`src/rtl/dmem_store_buffer.sv`:
```
// Store buffer and load front end for the 256x32 dual-port data SRAM.
// Latency: stores drain from the FIFO head one per cycle; a load responds in the cycle after it issues.
// Backpressure: st_ready drops while the FIFO is full; loads are always accepted.
module dmem_store_buffer #(
    parameter int DEPTH      = 4,
    parameter int ADDR_WIDTH = 8,
    parameter int TAG_W      = 4
) (
    input  logic                    clk,
    input  logic                    rst,
    input  logic                    st_valid,
    output logic                    st_ready,
    input  logic [ADDR_WIDTH+1:0]   st_addr,
    input  logic [1:0]              st_size,
    input  logic [31:0]             st_data,
    input  logic                    ld_valid,
    input  logic [ADDR_WIDTH+1:0]   ld_addr,
    input  logic [1:0]              ld_size,
    input  logic                    ld_unsigned,
    input  logic [TAG_W-1:0]        ld_tag,
    output logic                    resp_valid,
    output logic [TAG_W-1:0]        resp_tag,
    output logic [31:0]             resp_data,
    output logic                    err,
    output logic                    sb_empty,
    output logic                    csb0,
    output logic [3:0]              wmask0,
    output logic [ADDR_WIDTH-1:0]   addr0,
    output logic [31:0]             din0,
    output logic                    csb1,
    output logic [ADDR_WIDTH-1:0]   addr1,
    input  logic [31:0]             dout1
);
    localparam int PW = $clog2(DEPTH);
    localparam logic [PW:0] CNT_FULL = (PW+1)'(DEPTH);

    typedef struct packed {
        logic [ADDR_WIDTH-1:0] addr;
        logic [3:0]            mask;
        logic [31:0]           data;
    } sb_entry_t;

    sb_entry_t             fifo [DEPTH];
    logic [PW-1:0]         wr_ptr, rd_ptr;
    logic [PW:0]           count, count_nxt;
    sb_entry_t             head, st_entry;
    logic                  st_bad, ld_bad, st_fire, ld_fire, drain;
    logic [ADDR_WIDTH-1:0] ld_word;
    logic [3:0]            fwd_mask;
    logic [31:0]           fwd_data;
    logic [PW-1:0]         fwd_idx;
    logic [3:0]            r_fmask;
    logic [31:0]           r_fdata, merged, shifted;
    logic [1:0]            r_off, r_size;
    logic                  r_uns;

    function automatic logic misaligned(input logic [1:0] lo, input logic [1:0] sz);
        return (sz == 2'b11) || (sz == 2'b01 && lo[0]) || (sz == 2'b10 && lo != 2'b00);
    endfunction

    // Request qualification, drain arbitration and SRAM port drive
    always_comb begin
        st_bad   = misaligned(st_addr[1:0], st_size);
        ld_bad   = misaligned(ld_addr[1:0], ld_size);
        st_ready = (count < CNT_FULL);
        st_fire  = st_valid && st_ready && !st_bad;
        ld_fire  = ld_valid && !ld_bad;
        ld_word  = ld_addr[ADDR_WIDTH+1:2];
        head     = fifo[rd_ptr];
        // A same-word load wins the cycle so read and write never hit one address together
        drain    = (count != '0) && !(ld_fire && ld_word == head.addr);
        csb0     = !drain;
        wmask0   = drain ? head.mask : 4'b0000;
        addr0    = drain ? head.addr : '0;
        din0     = drain ? head.data : 32'h0;
        csb1     = !ld_fire;
        addr1    = ld_fire ? ld_word : '0;
        unique case ({st_fire, drain})
            2'b10:   count_nxt = count + (PW+1)'(1);
            2'b01:   count_nxt = count - (PW+1)'(1);
            default: count_nxt = count;
        endcase
    end

    // Lane-align the incoming store into word address, byte mask and shifted data
    always_comb begin
        st_entry.addr = st_addr[ADDR_WIDTH+1:2];
        st_entry.data = st_data << {st_addr[1:0], 3'b000};
        case (st_size)
            2'b00:   st_entry.mask = 4'b0001 << st_addr[1:0];
            2'b01:   st_entry.mask = 4'b0011 << st_addr[1:0];
            default: st_entry.mask = 4'b1111;
        endcase
    end

    // Forwarding: walk pending entries oldest to youngest so later stores overwrite lanes
    always_comb begin
        fwd_mask = 4'b0000;
        fwd_data = 32'h0;
        fwd_idx  = '0;
        for (int i = 0; i < DEPTH; i++) begin
            fwd_idx = rd_ptr + PW'(i);
            if ((PW+1)'(i) < count && fifo[fwd_idx].addr == ld_word) begin
                for (int b = 0; b < 4; b++) begin
                    if (fifo[fwd_idx].mask[b]) begin
                        fwd_mask[b]          = 1'b1;
                        fwd_data[b*8 +: 8]   = fifo[fwd_idx].data[b*8 +: 8];
                    end
                end
            end
        end
    end

    // Entry storage needs no reset: validity comes from count
    always_ff @(posedge clk) begin
        if (st_fire) fifo[wr_ptr] <= st_entry;
    end

    // FIFO pointers, occupancy and registered empty flag
    always_ff @(posedge clk or posedge rst) begin
        if (rst) begin
            wr_ptr   <= '0;
            rd_ptr   <= '0;
            count    <= '0;
            sb_empty <= 1'b1;
        end else begin
            if (st_fire) wr_ptr <= wr_ptr + PW'(1);
            if (drain)   rd_ptr <= rd_ptr + PW'(1);
            count    <= count_nxt;
            sb_empty <= (count_nxt == '0);
        end
    end

    // Load response pipeline stage and error pulse
    always_ff @(posedge clk or posedge rst) begin
        if (rst) begin
            resp_valid <= 1'b0;
            resp_tag   <= '0;
            r_fmask    <= 4'b0000;
            r_fdata    <= 32'h0;
            r_off      <= 2'b00;
            r_size     <= 2'b00;
            r_uns      <= 1'b0;
            err        <= 1'b0;
        end else begin
            resp_valid <= ld_fire;
            err        <= (st_valid && st_ready && st_bad) || (ld_valid && ld_bad);
            if (ld_fire) begin
                resp_tag <= ld_tag;
                r_fmask  <= fwd_mask;
                r_fdata  <= fwd_data;
                r_off    <= ld_addr[1:0];
                r_size   <= ld_size;
                r_uns    <= ld_unsigned;
            end
        end
    end

    // Merge forwarded lanes over SRAM data, align to bit 0, then extend
    always_comb begin
        for (int b = 0; b < 4; b++) begin
            merged[b*8 +: 8] = r_fmask[b] ? r_fdata[b*8 +: 8] : dout1[b*8 +: 8];
        end
        shifted = merged >> {r_off, 3'b000};
        case (r_size)
            2'b00:   resp_data = {{24{!r_uns && shifted[7]}}, shifted[7:0]};
            2'b01:   resp_data = {{16{!r_uns && shifted[15]}}, shifted[15:0]};
            default: resp_data = shifted;
        endcase
    end
endmodule

```
`config.mk`:
```
export PLATFORM = sky130hd
export DESIGN_NAME = dmem_store_buffer
export DESIGN_NICKNAME = d
export VERILOG_FILES = /design/src/rtl/dmem_store_buffer.sv
export SDC_FILE = /design/constraint.sdc
export NUM_CORES = 1
export LEC_CHECK = 0
export ABC_AREA = 1
export CORE_MARGIN = 10
export CORE_UTILIZATION = 45
export CTS_BUF_LIST = sky130_fd_sc_hd__clkbuf_2 sky130_fd_sc_hd__clkbuf_4 sky130_fd_sc_hd__clkbuf_8
export DETAILED_ROUTE_END_ITERATION = 10
export HOLD_SLACK_MARGIN = 0.06
export PLACE_DENSITY = 0.71
export SKIP_CTS_REPAIR_TIMING = 1
export SYNTH_ARGS = -nofsm -noshare
export SYNTH_HDL_FRONTEND = slang
export SYNTH_SLANG_ARGS = --single-unit
```
`constraint.sdc`:
```
create_clock -name clk -period 5.3 [get_ports clk]
set_clock_uncertainty 0.15 [all_clocks]
set_input_delay 1.06 -clock clk [delete_from_list [all_inputs] [get_ports clk]]
set_output_delay 1.06 -clock clk [all_outputs]
set_load 0.03 [all_outputs]
```
### Yosys cells after proc, flatten, opt, wreduce, memory -nomap -nowiden

Memory sizes are Yosys's and may differ from the RTL's.
Cells that the tools add are included.
Widths: inputs -> output; s select.

* add/sub/neg operators: 6
* order comparisons: 5
* equal/unequal tests: 14
* shift-type cells: 4
* mux-type cells: 53
* reduce and logical (&&, ||, !) cells: 34

Operators by type and width (count)
* $mux 8: 22
* $mux 32: 5
* $pmux 32 s2: 1
* $eq 8x8->1: 5
* $shl 32x5->32: 1
* $shr 32x5->32: 1
* $mux 4: 5
* $mux 1: 18
* $logic_and 1x1->1: 17
* $eq 2x2->1 const B: 5
* $eq 2x1->1 const B: 4
* $pmux 4 s2: 1
* $logic_not 1->1: 6
* $lt 1x3->1 const A: 2
* $lt 2x3->1 const A: 2
* $pmux 3 s2: 1
* $logic_or 1x1->1: 5
* $add 2x1->2 const B: 2
* $add 2x2->2 const B: 2
* $logic_not 2->1: 2
* $reduce_bool 2->1: 2
* $shl 1x2->4 const A: 1
* $shl 2x2->4 const A: 1
* $add 3x1->3 const B: 1
* 4 further kinds: 4

* register bits after elaboration: 55
* memory bits (writable): 176
* logic and storage cells: 129
* memories: 1

Memory list
* fifo: depth 4, bits a word 44, rd ports 4, clocked after memory_dff 0, write ports 1, line 43 `sb_entry_t fifo [DEPTH];`

### Logic depth before layout (Yosys ltp)

* word-level depth: 12
* mapped depth: 20

### Least setup slack after synthesis

OpenSTA, ideal clock, no wires.

* kind: input to register
* start: input port st_addr[1]
* end: memory fifo[0][0] (netlist name), enable pin
* setup time: 446 ps
* arrival time: 4042 ps
* data required time: 4704 ps
* path slack: 662 ps
* cell stages on the path: 8
* cell sequence: clkbuf_1 clkinv_1 nand2_1 o21ai_0 o21ai_0 nor2_1 inv_1 nor2_1

* cells in the longest elaborated chain, start to end: 7

Ends and longest elaborated chain
* from (decl): line 13 `input logic [ADDR_WIDTH+1:0] st_addr,`
* $reduce_bool 2->1: line 58 `return (sz == 2'b11) || (sz == 2'b01 && lo[0]) || (sz == 2'b10 && lo != 2'b00);`
* $logic_and 1x1->1: line 58
* $logic_or 1x1->1: line 58
* $logic_not 1->1: line 66 `st_fire = st_valid && st_ready && !st_bad;`
* $logic_and 1x1->1: line 66
* named net st_fire: line 47 `logic st_bad, ld_bad, st_fire, ld_fire, drain;`
* $mux 1: line 116 `if (st_fire) fifo[wr_ptr] <= st_entry;`
* $mux 1 (not written as such): line 116
* to (decl): line 43

The timed path passes the listed nets, and every way through them passes these cells.

### Worst setup path in the final report

* start: register rd_ptr[0]
* end: output port din0[21]

* cells in the longest elaborated chain, start to end: 6

Ends and longest elaborated chain
* from (decl): line 44 `logic [PW-1:0] wr_ptr, rd_ptr;`
* from (signal assigned): line 128 `if (drain) rd_ptr <= rd_ptr + PW'(1);`
* $mem_v2 4x44 (*)
* $eq 8x8->1: line 71 `drain = (count != '0) && !(ld_fire && ld_word == head.addr);`
* $logic_and 1x1->1: line 71
* $logic_not 1->1: line 71
* $logic_and 1x1->1: line 71
* $mux 32 (*): line 75 `din0 = drain ? head.data : 32'h0;`
* to (decl): line 29 `output logic [31:0] din0,`

Every way passes the cells marked *; elsewhere a longest branch is shown, timed or not.

==> summary.md <==
| Metric | Value |
|---|---|
| Status | `finished, final reports clean` |
| Hold_sp | `resp_tag[0]` |
| FP Rows | `68` |
| Wl on met1 | `between 20,000 and 25,000 microns` |
| Syn Inst Count | `2,196` |
| H-tree levels | `2` |
| Met2 WL post-DR | `~23,000 microns` |
| Root Driver | `clkbuf_8` |
| Synthesized area | `roughly 16,000 sq um` |
| Hold Path End | `resp_tag[0]` |
| Placer Congestion | `approximately 0.89` |
| Nets | `between 2,000 and 2,500` |
| Hpwl dp | `between 30,000 and 40,000 microns` |
| Die height | `between 200 and 250 microns` |
| EDFF count, synth | `around 180` |
| Count leader, synth | `nand2_1` |
| Final ANT Viol Nets | `0` |
| Wirelength per Cell | `between 15 and 20 microns` |
| Detailed router's first-iteration violation count | `about 1,200` |
| Fin Setup TNS | `0 ns` |
| Comb pwr share | `59.6%` |
| Fin cells | `between 2,000 and 3,000` |
| Worst skew pair latency | `approximately 0.55 ns` |
| Number of diodes | `0` |
| Fin crit period | `between 5 and 6 ns` |
| Final setup vio count | `0` |
| Via/cell ratio | `5.33` |
| Sequential Power Share | `between 20% and 30%` |
| Clk buf depth | `3` |
| Fmax | `~200 MHz` |
| #FFs+latches synth | `231` |
| Worst slew margin | `approximately a third` |
| Drt pass-1 iters | `6` |
| Initial core utilization | `a little under half` |
| Syn_area_per_cell | `7.15 sq um` |
| Power Internal | `approximately 4.8 mW` |
| Switching share of power | `between 50 and 60%` |
| Static leakage | `8.32 nW` |
| Psw | `between 5 and 6 mW` |
| Die X-Extent | `a little over 200 microns` |
| Worst setup SP type | `flop` |
| Final worst path period share | `between 90% and 100%` |
| Cell taking the most area after synthesis | `edfxtp_1` |
| Total of max-cap violations | `0` |
| I/O Pins | `~190` |
| Largest net degree at the start of global routing | `a little under 90` |
| Metal3 WL | `approximately 4700 microns` |
| Total power | `approximately 10 mW` |
| Crit. End Element | `output port` |
| RSZ-0062 raised after global routing | `no` |
| CTS Sinks | `around 230` |
| Global route overflow | `0` |
| Post-synth ARST share | `between 20% and 30%` |
| Final WS setup | `slightly below 0.3 ns` |
| Synth area leaders | `edfxtp_1 (34%), nand2_1 (17%), o21ai_0 (12%)` |
| CP arrival | `3.80 ns` |
| Slew @ Worst Pin | `1.00 ns` |
| Worst VDD drop | `approximately 0.00047 V` |
| Pwr Density | `around 530 nW/um^2` |
| Routed WL | `a little over 50,000 microns` |
| Layout cells sized above 1 | `about 7.5%` |
| IO buf count | `190` |
| Worst-path clk slew | `around 0.060 ns` |
| Hold depth | `2` |
| Worst Hold Class | `flop to flop` |
| Worst reg-to-reg setup slack | `roughly 0.74 ns` |
| Area Overhead vs Synth | `18.1%` |
| GRT Util Overall | `roughly 23%` |
| Final hold violation count | `0` |
| Post-synth top flop | `edfxtp_1` |
| Crit Reg-Reg Endpoint | `r_fdata[6]` |
| R2R Path Start | `rd_ptr[0]` |
| Synth warn | `0` |
| Placed cells | `between 2,000 and 3,000` |
| Yosys top cell area share | `roughly a third` |
| DRC Markers | `0` |
| Top layer in use | `met5` |
| CTS tree | `yes` |
| Max-slew violations | `0` |
| Syn nets | `about 2,300` |
| Commonest cells post-synth | `nand2_1 (698), o21ai_0 (377), inv_1 (258), edfxtp_1 (176), nor2_1 (136)` |
| Initial antenna violation count | `1` |
| Post-synth cell types | `39` |
| Total vias in the final route | `15,000` |
| Vias in the first global route | `roughly 14,000` |
| Setup Slack @ Placement | `between 0.4 and 0.5 ns` |
| WP data required | `about 4.1 ns` |
| R2R depth | `14` |
| Seq/Total Area, Yosys | `a little over two fifths` |
| Crit Path Max Fanout | `approximately 80` |
| Global-route wire length before repair | `78,000 microns` |
| Critical Setup Path Class | `flop to output port` |
| Core box area | `approximately 34,000 sq um` |
| Die area | `between 40,000 and 50,000 sq um` |
| Total CTS buffers | `38` |
| Clk pwr share | `~16%` |
[power groups by stage]
stage / clock [mW] / combinational [mW] / sequential (mW)
6_report: 1.61 / 5.87 / 2.37
4_1_cts: 1.63 / 5.82 / 2.36
5_1_grt: 1.71 / 6.43 / 2.40
3_3_place_gp: 0 / 5.72 / 2.39
2_1_floorplan: 0 / 4.04 / 2.32
3_5_place_dp: 0 / 5.81 / 2.40
[state kept, by name, indices dropped and copies added, names as in the netlist]
name        count
fifo          176
r_fdata        32
r_fmask         4
resp_tag        4
count           3
r_off           2
r_size          2
rd_ptr          2
wr_ptr          2
err             1
r_uns           1
resp_valid      1
sb_empty        1
[kinds of logic (layout without fill, tap and decap cells)]
group                      after synthesis  in the layout  share of synthesized area (%)
and+or+nand+nor                       1041           1041                           28.0
AOI/OAI and AO/OA                      481            481                           15.8
buffers and inverters                  390            556                           10.3
DFF                                    231            231                           42.5
muxes                                   31             31                           1.98
xor gates and xnor gates                12             12                          0.670
adders and majority gates               10             10                          0.797
[layout make-up]
cell class                 instances  area, sq um
clock inverter                    21          151
timing repair buffer             223         2080
fill                            3248        15900
sequential                       231         6670
tap                              455          569
inverter                         264         1000
multi-input combinational       1575         7450
clock buffer                      48          617
[cells in the final DEF (no fill, tap or decap), types with 3 or more instances in the layout]
cell type,synthesis,layout
o21ai_1,20,19
nand3_1,110,110
o21ai_0,377,377
nand2_1,698,698
o22ai_1,7,7
buf_12,0,3
mux2i_1,31,31
nand4_1,34,34
ha_1,10,10
clkinv_2,0,13
nand3_2,9,9
a21oi_1,54,54
nor2_1,136,132
o211ai_1,7,7
nand2_2,4,4
buf_4,6,72
nand3b_1,36,36
clkbuf_4,0,7
inv_1,258,256
clkbuf_8,0,41
clkdlybuf4s50_1,0,148
xor2_1,11,11
a22oi_1,8,8
clkinv_1,4,9
nor2_2,5,5
o31ai_1,4,4
edfxtp_1,176,176
nor2_4,4,8
dfrtp_1,54,53
[metrics by stage]
step                      utilization [%]  hold WS (ns)  instance area, sq um
final                                53.8         0.337                 18500
after global routing                 53.8         0.367                 18500
after CTS                            53.8         0.340                 18500
after detailed placement             51.5         0.323                 17800
after global placement               51.5         0.313                 17800
after floorplan                         -         0.344                 15700
[worst max-delay path, cell delays in order (launching register included)]
cell	delay, ns
dfrtp_4	0.75
buf_4	0.70
buf_4	0.67
o21ai_0	0.22
o21ai_0	0.54
nor2_1	0.11
buf_4	0.20
[worst max path at each step]
stage / start / endpoint / slack (ns) / cells past startpoint
after detailed placement: dout1[23] / resp_data[16] / 0.49 / 11
after floorplan: st_addr[1] / fifo[0][0] / 0.66 / 8
after global routing: rd_ptr[0] / din0[17] / 0.08 / 14
final: rd_ptr[0] / din0[21] / 0.29 / 6
after global placement: dout1[23] / resp_data[16] / 0.54 / 11
after CTS: rd_ptr[0] / din0[15] / 0.09 / 14
[routing by layer]
metal,up-vias,GRT usage [%]
met1,6801,30.7
li1,7476,-
met3,84,4.46
met2,662,37.7
met4,2,6.70
met5,-,0
Note: power is estimated with default switching activity, not from simulation.
